$ cat src/rtl/clk_en_pkg.sv
// clk_en_pkg
// Shared definitions for the clock-enable generator family.
//   DIV_*      : common divisors for a 40 MHz system clock
//   div_fill() : replicates one divisor into a packed per-channel vector,
//                channel 0 in the LSBs. Used to build the reset-time divisors.
package clk_en_pkg;

    localparam int unsigned DIV_1HZ            = 40_000_000;
    localparam int unsigned DIV_DEBOUNCE_100HZ = 400_000;
    localparam int unsigned DIV_SCAN_1KHZ      = 40_000;

    // Widest packed divisor vector the helper can build (8 channels x 32 bits).
    localparam int unsigned MAX_CH     = 8;
    localparam int unsigned MAX_W      = 32;
    localparam int unsigned MAX_PACK_W = MAX_CH * MAX_W;

    // The caller casts the result down to its own NUM_CH*CNT_W width.
    function automatic logic [MAX_PACK_W-1:0] div_fill(
        input int unsigned num_ch,
        input int unsigned cnt_w,
        input logic [31:0] div
    );
        logic [MAX_PACK_W-1:0] r;
        r = '0;
        for (int unsigned c = 0; c < num_ch; c++) begin
            r = r | (MAX_PACK_W'(div) << (c * cnt_w));
        end
        return r;
    endfunction

endpackage

$ cat src/rtl/clk_en_gen_chan.sv
// clk_en_gen_chan
// One clock-enable channel: a modulo-D counter with a registered 1-cycle
// tick and a square wave that toggles on every terminal count.
// Ports:
//   clk_40M : system clock
//   rst     : synchronous reset, active-high
//   en      : run enable; 0 holds cnt/sq and forces tick low
//   load    : divisor reload strobe; clears cnt, forces tick low
//   div     : divisor D (0 disables the channel)
//   tick    : 1-cycle enable pulse, once every D cycles
//   sq      : toggles on every tick, period 2D
module clk_en_chan #(
    parameter int CNT_W = 26
) (
    input  logic             clk_40M,
    input  logic             rst,
    input  logic             en,
    input  logic             load,
    input  logic [CNT_W-1:0] div,
    output logic             tick,
    output logic             sq
);

    logic [CNT_W-1:0] cnt;
    logic [CNT_W-1:0] cnt_inc;

    // Terminal count is tested as cnt+1 == D so that D == 0 never needs
    // a D-1 that would underflow.
    always_comb begin
        cnt_inc = cnt + CNT_W'(1);
    end

    // Priority: reset, reload, freeze, disabled channel, terminal count.
    // A reload coincident with terminal count drops that tick and toggle.
    always_ff @(posedge clk_40M) begin
        if (rst) begin
            cnt  <= '0;
            tick <= 1'b0;
            sq   <= 1'b0;
        end else if (load) begin
            cnt  <= '0;
            tick <= 1'b0;
        end else if (!en) begin
            tick <= 1'b0;
        end else if (div == '0) begin
            cnt  <= '0;
            tick <= 1'b0;
        end else if (cnt_inc == div) begin
            cnt  <= '0;
            tick <= 1'b1;
            sq   <= ~sq;
        end else begin
            cnt  <= cnt_inc;
            tick <= 1'b0;
        end
    end

endmodule

$ cat src/rtl/clk_en_gen.sv
// clk_en_gen
// NUM_CH independent clock-enable channels with runtime-programmable
// divisors, plus a display scan counter stepped by one channel's tick.
// All outputs are registered and live in the clk_40M domain; they are
// meant to be used as enables, never as clocks.
// Ports:
//   clk_40M  : system clock, 40 MHz
//   rst      : synchronous reset, active-high
//   en       : global run enable
//   div_load : 1-cycle strobe, latches div_in into the divisor registers
//   div_in   : packed new divisors, channel 0 in the LSBs
//   tick     : per-channel 1-cycle enable pulse
//   sq       : per-channel toggled square wave
//   scan     : display scan index
module clk_en_gen
    import clk_en_pkg::*;
#(
    parameter int NUM_CH = 4,
    parameter int CNT_W  = 26,
    parameter int SCAN_W = 2,
    parameter int SCAN_CH = 1,
    parameter logic [NUM_CH*CNT_W-1:0] DIV_INIT =
        (NUM_CH*CNT_W)'(div_fill(NUM_CH, CNT_W, DIV_1HZ))
) (
    input  logic                    clk_40M,
    input  logic                    rst,
    input  logic                    en,
    input  logic                    div_load,
    input  logic [NUM_CH*CNT_W-1:0] div_in,
    output logic [NUM_CH-1:0]       tick,
    output logic [NUM_CH-1:0]       sq,
    output logic [SCAN_W-1:0]       scan
);

    logic [NUM_CH*CNT_W-1:0] div_reg;

    // Active divisors. Channels see the old value during the load cycle,
    // but they clear themselves on div_load, so the new period starts clean.
    always_ff @(posedge clk_40M) begin
        if (rst) begin
            div_reg <= DIV_INIT;
        end else if (div_load) begin
            div_reg <= div_in;
        end
    end

    for (genvar i = 0; i < NUM_CH; i++) begin : g_chan
        clk_en_chan #(
            .CNT_W (CNT_W)
        ) u_chan (
            .clk_40M (clk_40M),
            .rst     (rst),
            .en      (en),
            .load    (div_load),
            .div     (div_reg[i*CNT_W +: CNT_W]),
            .tick    (tick[i]),
            .sq      (sq[i])
        );
    end

    // Scan steps one cycle after the selected channel's registered tick.
    // It holds while frozen or reloading, like the rest of the channel state.
    always_ff @(posedge clk_40M) begin
        if (rst) begin
            scan <= '0;
        end else if (en && !div_load && tick[SCAN_CH]) begin
            scan <= scan + SCAN_W'(1);
        end
    end

endmodule
$ cat config.mk
export PLATFORM = sky130hd
export DESIGN_NAME = clk_en_gen
export DESIGN_NICKNAME = d
export VERILOG_FILES = /design/src/rtl/clk_en_pkg.sv /design/src/rtl/clk_en_gen_chan.sv /design/src/rtl/clk_en_gen.sv
export SDC_FILE = /design/constraint.sdc
export NUM_CORES = 1
export LEC_CHECK = 0
export CAP_MARGIN = 15
export CORE_MARGIN = 5
export CORE_UTILIZATION = 48
export DETAILED_ROUTE_END_ITERATION = 7
export PLACE_DENSITY_LB_ADDON = 0.05
export SLEW_MARGIN = 25
export SYNTH_ARGS = -nofsm -noshare
export SYNTH_HDL_FRONTEND = slang
export SYNTH_SLANG_ARGS = --single-unit
$ cat constraint.sdc
create_clock -name clk_40M -period 4 [get_ports clk_40M]
set_clock_uncertainty 0.2 [all_clocks]
set_input_delay 1 -clock clk_40M [delete_from_list [all_inputs] [get_ports clk_40M]]
set_output_delay 1 -clock clk_40M [all_outputs]
set_load 0.02 [all_outputs]
==> metrics.cfg, run 1 <==
[placed_design]
portBuffers=117
dpl.hpwl_um=30100
place_area_mm2=0.0147
finalWeightedCongestion=0.940
dp.cells=2051

[clock_network]
hold_buffers=0
cts_resized=0
clk_latency_ns=0.53
cts_tree=done
clock-sinks=218
cts-root-buf=clkbuf_16
clockBufferDepth=3
cts.reportedPaths.clkPinSlew_ns=0.06
post_cts_buffers=0
cts_buffers=26
cts-htree-levels=1

[pwr]
switching_share_pct=23.1
seqPwrFrac_pct=42.1
power_mw=5.51
clockPowerShare_pct=49.0
power_switching_mw=1.28
combPwrFrac_pct=8.8
internal-power_mw=4.24
powerDensity_mw_per_mm2=350
leakage_nw=5.79
vdd_drop_max_mv=0.302

[synthesis]
synth_flop_cell=dfxtp_1
synthSimpleGateAreaFrac_pct=30.2
synth.area.top_cells=dfxtp_1 (33%), mux2i_1 (8.4%), xnor2_1 (6.4%), nor2_1 (4.9%), nand2_1 (4.2%)
async_reset_ff_share_pct=0
synth_top_area_share_pct=33.4
synth.area.mux_share_pct=8.35
ys_ff_latch=218
synth_compound_area_share_pct=12.6
synth_nets=1751
syn_area_mm2=0.0131
synth_top_family_by_area=simple AND/OR/NAND/NOR gates
syn_avg_cell_area_um2=7.97
synth-edff-count=0
yosysTopAreaCell=dfxtp_1
synth_cell_types=71
syn_inst=1639
yosysWarnings=0
ys_seq_area_share_pct=33.4
synthXorXnorAreaFrac_pct=10.5
yosys.area_share.adder_pct=0.383

[sta]
setup_viol=0
whs_ns=0.292
relSlewSlack_pct=38.3
drv_slew=0
min_period_over_period_pct=96.3
min_period_ns=3.85
finalHoldViolations=0
tightest_slew_ns=0.924
fmax_mhz=260

[die]
num_io_pins=118
core_mm2=0.0269
die_x_um=175
start_util_pct=48.6
row_count=60
die_h_um=175
die_area_mm2=0.0306

[setup_path]
cp.arrival_ns=4.07
worstPathRequired_ns=4.22
crit_fanout=10
worstPathCellList=nand3_1 > or4_1 > or4_1 > xnor2_1 > or4_1 > nor4_4 > buf_4 > nor2_2 > and3_1 > o31a_1
startpoint_type=flop
cp-startpoint=g_chan[2].u_chan.cnt[6]
r2r-start=g_chan[2].u_chan.cnt[6]
worstSetupEndpointType=flop
critPathMaxStageDelay_ns=0.61
cpMaxStageDelayCell=or4_1
cpMostUsedCell=or4_1
critical_path_class=flop to flop

[routing]
drc=0
drtIter0Drc=810
ant_nets=0
wire_per_inst_um=19.3
routed_wl_um=40600
drt-pass1-iter-count=5
drt-vias-per-instance=5.94
vias=12500

[final_layout]
layout.nets=1850
syn_to_final_growth_pct=20.7
finalInstanceArea_mm2=0.0158
antennaDiodeCount=0
final_cells=2099
drive_above_1_share_pct=8.65

[grt]
antenna_found_initial=0
grt_start_max_net_pins=59
grtUsageTotal_pct=25.7
grt_pass1_vias=12000
grt_pass1_wl_um=65000
overflow=0

[run]
drv_cap=0

[run_status]
status=finished clean

[worst_hold_path]
hold_path.class=flop to flop
hp-start=g_chan[0].u_chan.sq

==> area by class of cell <==
| class | count | area, µm² |
|---|---|---|
| tap | 341 | 427 |
| inverter | 26 | 97.6 |
| timing repair buffer | 193 | 1760 |
| multi-input combinational | 1273 | 8120 |
| fill | 2552 | 11100 |
| clock buffer | 38 | 787 |
| clock inverter | 10 | 204 |
| sequential | 218 | 4370 |
==> Yosys cell counts (all sizes together) (9+ instances only) <==
library cell and instances:
and2 13, and3 33, dfxtp 218, buf 34
nand4 66, nand2 147, xnor2 95, mux2i 109
inv 26, nor2 172, or4 27, clkbuf 88
nor4 64, a21o 15, nor2b 16, a31oi 16
o21ai 78, o21a 9, nand3b 9, or3 29
nor3 40, o31ai 13, xor2 61, and4 18
nand3 68, a21oi 58
==> cells in the final DEF (no fill, tap or decap), types with 17 or more instances in the layout <==
| cell | count |
|---|---|
| xnor2_1 | 95 |
| nor3_1 | 39 |
| and4_1 | 17 |
| mux2i_1 | 109 |
| nand2_1 | 147 |
| o21ai_0 | 76 |
| or4_1 | 25 |
| or3_1 | 29 |
| xor2_1 | 61 |
| nand3_1 | 68 |
| dfxtp_1 | 214 |
| buf_4 | 75 |
| clkdlybuf4s50_1 | 114 |
| a21oi_1 | 58 |
| inv_1 | 26 |
| clkbuf_16 | 27 |
| nand4_1 | 65 |
| and3_1 | 33 |
| nor2_1 | 170 |
| nor4_1 | 60 |
==> critical path, delay by kind of cell, from the launching register on <==
kind | cells | cell delay (ns)
flops | 1 | 0.45
simple gates | 7 | 2.50
buf+inv | 1 | 0.20
xor+xnor | 1 | 0.17
compound gates | 1 | 0.23
==> power by group through the flow <==
stage | registers (mW) | clock network [mW] | logic [mW]
floorplan | 2.33 | 0 | 0.296
global route | 2.33 | 2.85 | 0.532
CTS | 2.32 | 2.75 | 0.489
global placement | 2.37 | 0 | 0.481
finish | 2.32 | 2.70 | 0.487
detailed placement | 2.37 | 0 | 0.485
==> worst paths after layout <==
check,to,slack [ns],cells past startpoint
setup reg to reg,g_chan[2].u_chan.cnt[18],0.15,10
hold / removal,g_chan[0].u_chan.sq,0.29,2
setup / recovery,g_chan[2].u_chan.cnt[18],0.15,10
hold reg to reg,g_chan[0].u_chan.sq,0.29,2
==> cell families after synthesis <==
logic type                 after synthesis
DFF                                    218
buffers and inverters                  148
and+or+nand+nor                        746
AOI/OAI and AO/OA                      258
adders and majority gates                4
xor gates and xnor gates               156
muxes                                  109
==> through the flow <==
stage / setup TNS [ns] / setup WS [ns] / util (%)
after floorplan: 0 / 0.368 / -
after global placement: 0 / 0.242 / 54.9
after detailed placement: 0 / 0.187 / 54.9
after CTS: 0 / 0.182 / 58.6
after global routing: -0.0579 / -0.0281 / 58.7
final: 0 / 0.147 / 58.7
==> metal layers <==
metal,share of wire (%),global-route usage (%),up-vias
met4,2.9,7.43,0
met2,46,42.7,362
met3,5.2,3.18,66
li1,-,-,6157
met5,0,0,-
met1,46,35.2,5886
No activity file was read; power rests on OpenSTA's default activity.
==> run 2, diff against run 1 <==
--- a/config.mk
+++ b/config.mk
@@ -9,7 +9,7 @@
 export CORE_MARGIN = 5
 export CORE_UTILIZATION = 48
 export DETAILED_ROUTE_END_ITERATION = 7
-export PLACE_DENSITY_LB_ADDON = 0.05
+export PLACE_DENSITY = 0.68
 export SLEW_MARGIN = 25
 export SYNTH_ARGS = -nofsm -noshare
 export SYNTH_HDL_FRONTEND = slang
==> run 2 against run 1 <==
Against the previous run:
- first-iteration DRC count up 58%
- global-route usage down 1.1 points
- design area down 1.2%
- die area unchanged
- utilization down 0.71 points
- fmax about the same
- critical endpoint unchanged
- sequential share of layout area up 0.34 points
- clock power down 16%
- highest routed layer unchanged
- power down 7.7%
==> metrics.cfg, run 2 (same netlist as run 1, synthesis figures left out) <==
[run_status]
status=finished clean  ; unchanged

[setup_path]
cp.arrival_ns=4.07  ; about the same
worstSetupEndpointType=flop  ; unchanged
crit_fanout=10  ; unchanged
ff2ff_path_depth=10  ; unchanged
path_buf_inv=1  ; unchanged
r2r_slack_ns=0.15  ; about the same
r2r-end=g_chan[2].u_chan.cnt[18]  ; unchanged
worstPathRequired_ns=4.22  ; about the same
startpoint_type=flop  ; unchanged
critPathTopFamily=simple AND/OR/NAND/NOR gates  ; unchanged
critical_path_class=flop to flop  ; unchanged
worstPathCellList=nand4_1 > or4_1 > or4_1 > xnor2_1 > or4_1 > nor4_4 > buf_4 > nor2_2 > and3_1 > o31a_1  ; was nand3_1 > or4_1 > or4_1 > xnor2_1 > or4_1 > nor4_4 > buf_4 > nor2_2 > and3_1 > o31a_1
critPathMaxStageDelay_ns=0.60  ; was 0.61 ns
cpMostUsedCell=or4_1  ; unchanged
cpMaxStageDelayCell=or4_1  ; unchanged
r2r-start=g_chan[2].u_chan.cnt[11]  ; was g_chan[2].u_chan.cnt[6]

[clock_network]
cts_tree=done  ; unchanged
cts.reportedPaths.clkPinSlew_ns=0.06  ; about the same
clockBufferDepth=3  ; unchanged
post_cts_buffers=0  ; unchanged
cts_buffers=25  ; was 26
hold_buffers=0  ; unchanged
cts-htree-levels=1  ; unchanged
clk_latency_ns=0.53  ; about the same
clock-sinks=218  ; unchanged
cts-root-buf=clkbuf_16  ; unchanged
cts_resized=0  ; unchanged

[final_layout]
syn_to_final_growth_pct=19.2  ; was 20.7%
layout.nets=1849  ; was 1850
layout_common_cells=dfxtp_1 (214), nor2_1 (170), nand2_1 (147)  ; unchanged
nFillCells=2504  ; was 2552
drive_above_1_share_pct=8.26  ; was 8.65%
final_cells=2096  ; was 2099
final_common_cell=dfxtp_1  ; unchanged
antennaDiodeCount=0  ; unchanged

[pwr]
clockPowerShare_pct=44.8  ; was 49.0%
power_mw=5.09  ; was 5.51 mW
combPwrFrac_pct=9.6  ; was 8.8%
leakage_nw=5.70  ; was 5.79 nW
internal-power_mw=3.86  ; was 4.24 mW
switching_share_pct=24.2  ; was 23.1%
powerDensity_mw_per_mm2=327  ; was 350 mW/mm²
power_switching_mw=1.23  ; was 1.28 mW
seqPwrFrac_pct=45.6  ; was 42.1%
vdd_drop_max_mv=0.288  ; was 0.302 mV

[sta]
min_period_over_period_pct=96.2  ; was 96.3%
relSlewSlack_pct=31.4  ; was 38.3%
setup_viol=0  ; unchanged
finalHoldViolations=0  ; unchanged
fmax_mhz=260  ; about the same
drv_slew=0  ; unchanged
setup_slack_ns=0.150  ; was 0.147 ns
tns_ns=0  ; unchanged
tightest_slew_ns=1.02  ; was 0.924 ns
min_period_ns=3.85  ; about the same
rsz0062_at_grt=no

[routing]
routed_wl_um=39500  ; was 40600 µm
ant_nets=0  ; unchanged
drtIter0Drc=1276  ; was 810
drt-pass1-iter-count=5  ; unchanged
vias=12700  ; was 12500
drt-vias-per-instance=6.05  ; was 5.94
wire_per_inst_um=18.8  ; was 19.3 µm
drc=0  ; unchanged

[grt]
grt_start_max_net_pins=48  ; was 59
antenna_found_initial=0  ; unchanged
grt_pass1_wl_um=63100  ; was 65000 µm
grtUsageTotal_pct=24.6  ; was 25.7%
grt_pass1_vias=11800  ; was 12000
overflow=0  ; unchanged

[die]
die_x_um=175  ; unchanged
die_area_mm2=0.0306  ; unchanged
die_h_um=175  ; unchanged
row_count=60  ; unchanged
num_io_pins=118  ; unchanged
start_util_pct=48.6  ; unchanged
core_mm2=0.0269  ; unchanged

[worst_hold_path]
hold_path_depth=2  ; unchanged
min_to=g_chan[0].u_chan.sq  ; unchanged
hp-start=g_chan[0].u_chan.sq  ; unchanged
hold_path.class=flop to flop  ; unchanged

[placed_design]
dpl.hpwl_um=29100  ; was 30100 µm
dp.cells=2051  ; unchanged
portBuffers=117  ; unchanged
finalWeightedCongestion=0.980  ; was 0.940
preCtsSetupSlack_ns=0.164  ; was 0.187 ns

[run]
drv_cap=0  ; unchanged

==> run 2: layer usage <==
metal  up-vias  global-route usage [%]  share of wire (%)
li1       6138                       -                  -
met1      5997                    34.4                 45
met2       483                    39.6                 45
met3        71                    3.57                6.3
met4         0                    7.43                3.0
met5         -                       0                  0
==> run 2: cell type report <==
| type | instances | area, µm² | share of cell area (%) |
|---|---|---|---|
| Multi-Input combinational cell | 1273 | 8100 | 52.0 |
| Timing Repair Buffer | 193 | 1760 | 11.3 |
| Tap cell | 341 | 427 | 2.74 |
| Clock inverter | 10 | 106 | 0.683 |
| Sequential cell | 218 | 4370 | 28.1 |
| Clock buffer | 35 | 713 | 4.58 |
| Inverter | 26 | 97.6 | 0.627 |
==> run 2: worst min-delay path: stages (launching register included) <==
cell     delay, ns
dfxtp_1       0.32
o21ai_0       0.07
a21oi_1       0.06
==> run 2: worst max path at each step <==
stage | startpoint | end | slack [ns] | cells after the start
4_1_cts | g_chan[2].u_chan.cnt[4] | g_chan[2].u_chan.cnt[18] | 0.16 | 11
3_5_place_dp | g_chan[2].u_chan.cnt[4] | g_chan[2].u_chan.cnt[18] | 0.16 | 11
3_3_place_gp | g_chan[2].u_chan.cnt[11] | g_chan[2].u_chan.cnt[18] | 0.18 | 10
5_1_grt | g_chan[2].u_chan.cnt[10] | g_chan[2].u_chan.cnt[18] | 0.0005 | 10
6_report | g_chan[2].u_chan.cnt[11] | g_chan[2].u_chan.cnt[18] | 0.15 | 10
2_1_floorplan | g_chan[2].u_chan.cnt[0] | g_chan[2].u_chan.cnt[23] | 0.37 | 10
==> run 2: metrics by stage <==
step | hold WS, ns | cell area (µm²) | util, %
after CTS | 0.306 | 15600 | 57.9
after global routing | 0.334 | 15600 | 57.9
after global placement | 0.269 | 14700 | 54.9
after detailed placement | 0.292 | 14700 | 54.9
final | 0.306 | 15600 | 57.9
after floorplan | 0.258 | 13100 | -
==> run 2: power groups by stage <==
stage / combinational [mW] / clock (mW) / sequential, mW
detailed placement: 0.485 / 0 / 2.37
floorplan: 0.296 / 0 / 2.33
global placement: 0.479 / 0 / 2.37
global route: 0.530 / 2.43 / 2.33
finish: 0.486 / 2.28 / 2.32
CTS: 0.487 / 2.34 / 2.32
==> run 3, diff against run 2 <==
--- a/config.mk
+++ b/config.mk
@@ -10,6 +10,7 @@
 export CORE_UTILIZATION = 48
 export DETAILED_ROUTE_END_ITERATION = 7
 export PLACE_DENSITY = 0.68
+export REMOVE_ABC_BUFFERS = 1
 export SLEW_MARGIN = 25
 export SYNTH_ARGS = -nofsm -noshare
 export SYNTH_HDL_FRONTEND = slang
==> run 3 against run 2 <==
Against the previous run:
- worst hold slack worse by 0.0040 ns
- final cell count unchanged
- die area is the same
- count of clock-buffer cells in the layout fell by 3
- worst setup slack got worse by 0.032 ns
- utilization down 0.065 points
- fmax fell by 0.83%
- sequential power is essentially flat
- highest routed layer unchanged
==> metrics.cfg, run 3 (same netlist as run 1, synthesis figures left out) <==
[routing]
ant_nets=0  ; unchanged
wire_per_inst_um=18.6  ; was 18.8 µm
drt-pass1-iter-count=5  ; unchanged
drtIter0Drc=1013  ; was 1276
drc=0  ; unchanged
routed_wl_um=39000  ; was 39500 µm
drt-vias-per-instance=5.99  ; was 6.05
vias=12600  ; was 12700

[placed_design]
place_area_mm2=0.0147  ; about the same
preCtsSetupSlack_ns=0.0925  ; was 0.164 ns
dpl.hpwl_um=28600  ; was 29100 µm
portBuffers=117  ; unchanged
finalWeightedCongestion=0.970  ; was 0.980

[setup_path]
cp-startpoint=g_chan[2].u_chan.cnt[5]  ; was g_chan[2].u_chan.cnt[11]
critPathMaxStageDelay_ns=0.60  ; about the same
crit_fanout=6  ; was 10
path_buf_inv=1  ; unchanged
startpoint_type=flop  ; unchanged
r2r-start=g_chan[2].u_chan.cnt[5]  ; was g_chan[2].u_chan.cnt[11]
cpMostUsedCell=or4_1  ; unchanged
worstPathRequired_ns=4.23  ; was 4.22 ns
critPathTopFamily=simple AND/OR/NAND/NOR gates  ; unchanged
worstSetupEndpointType=flop  ; unchanged
worstPathCellList=nand3_1 > or4_1 > or4_1 > xnor2_1 > or4_1 > nor4_4 > buf_4 > or2_1 > nor4_1 > o31a_1  ; was nand4_1 > or4_1 > or4_1 > xnor2_1 > or4_1 > nor4_4 > buf_4 > nor2_2 > and3_1 > o31a_1
critical_path_class=flop to flop  ; unchanged
cp.arrival_ns=4.11  ; was 4.07 ns
cpMaxStageDelayCell=or4_1  ; unchanged

[run]
drv_cap=0  ; unchanged

[die]
die_h_um=175  ; unchanged
die_x_um=175  ; unchanged
start_util_pct=48.6  ; unchanged
row_count=60  ; unchanged
num_io_pins=118  ; unchanged
die_area_mm2=0.0306  ; unchanged
core_mm2=0.0269  ; unchanged

[sta]
relSlewSlack_pct=39.7  ; was 31.4%
drv_slew=0  ; unchanged
fmax_mhz=258  ; was 260 MHz
setup_slack_ns=0.118  ; was 0.150 ns
tightest_slew_ns=0.904  ; was 1.02 ns
setup_viol=0  ; unchanged
tns_ns=0  ; unchanged
min_period_over_period_pct=97.0  ; was 96.2%
rsz0062_at_grt=no  ; unchanged
min_period_ns=3.88  ; was 3.85 ns
finalHoldViolations=0  ; unchanged

[grt]
overflow=0  ; unchanged
grt_start_max_net_pins=84  ; was 48
antenna_found_initial=0  ; unchanged
grtUsageTotal_pct=24.4  ; was 24.6%
grt_pass1_wl_um=62600  ; was 63100 µm
grt_pass1_vias=11900  ; was 11800

[final_layout]
nFillCells=2513  ; was 2504
multiInputGateArea_mm2=0.00810  ; about the same
regArea_mm2=0.00437  ; about the same
layout_common_cells=dfxtp_1 (216), nor2_1 (170), nand2_1 (147)  ; was dfxtp_1 (214), nor2_1 (170), nand2_1 (147)
antennaDiodeCount=0  ; unchanged
finalInstanceArea_mm2=0.0156  ; about the same
layout.nets=1848  ; was 1849
syn_to_final_growth_pct=19.1  ; was 19.2%
drive_above_1_share_pct=8.26  ; unchanged
final_common_cell=dfxtp_1  ; unchanged

[clock_network]
cts_buffers=26  ; was 25
cts-root-buf=clkbuf_16  ; unchanged
cts.reportedPaths.clkPinSlew_ns=0.06  ; about the same
clk_latency_ns=0.54  ; was 0.53 ns
clockBufferDepth=3  ; unchanged
cts_tree=done  ; unchanged
post_cts_buffers=0  ; unchanged
clock-sinks=218  ; unchanged
cts-htree-levels=1  ; unchanged

[worst_hold_path]
hp-start=g_chan[3].u_chan.cnt[20]  ; was g_chan[0].u_chan.sq
hold_path.class=flop to flop  ; unchanged

[run_status]
status=finished clean  ; unchanged

[pwr]
vdd_drop_max_mv=0.272  ; was 0.288 mV
leakage_nw=5.70  ; about the same
powerDensity_mw_per_mm2=327  ; about the same

run 3: path summary, 6_finish.rpt:
check	end	slack [ns]	depth (start not counted)
setup / recovery	g_chan[2].u_chan.cnt[18]	0.12	10
hold / removal	g_chan[3].u_chan.cnt[20]	0.30	2
setup reg to reg	g_chan[2].u_chan.cnt[18]	0.12	10
hold reg to reg	g_chan[3].u_chan.cnt[20]	0.30	2
run 3: area by class of cell:
cell class,count,share of cell area (%)
flip-flops and latches,218,28.1
repair buffers,191,11.2
multi-input cells,1273,52.1
well taps,341,2.74
inverters,26,0.627
clock inverters,15,0.684
clock buffers,32,4.59
run 3: per-stage QoR:
stage	hold slack [ns]	power (mW)	util [%]	instances
after floorplan	0.266	2.58	-	1517
after global placement	0.269	2.85	54.8	2049
after detailed placement	0.283	2.85	54.8	2049
after CTS	0.306	5.16	57.9	2096
after global routing	0.316	5.29	57.9	2096
final	0.302	5.09	57.9	2096
run 3: worst register-to-register path: stages (launching register included):
cell,delay (ns)
dfxtp_1,0.43
nand3_1,0.14
or4_1,0.60
or4_1,0.50
xnor2_1,0.19
or4_1,0.58
nor4_4,0.38
buf_4,0.19
or2_1,0.21
nor4_1,0.07
o31a_1,0.29
run 3: repair_timing:
item / 4_1_cts / 5_1_grt
endpoints found under the hold margin: 0 / 0
endpoints found under the setup margin: 0 / 1
resized for setup: 0 / 2
hold buffers: 0 / 0
run 3: report_power, final:
part | switching [mW] | total, mW | internal [mW]
Combinational | 0.234 | 0.487 | 0.253
Clock | 0.957 | 2.29 | 1.33
Sequential | 0.0847 | 2.32 | 2.24
Total | 1.28 | 5.09 | 3.82
run 3: per-layer routing:
layer	up-vias	share of wire [%]	GRT usage, %
li1	6158	-	-
met1	5878	45	33.4
met2	433	45	39.8
met3	88	6.4	3.79
met4	0	3.2	7.59
met5	-	0	0
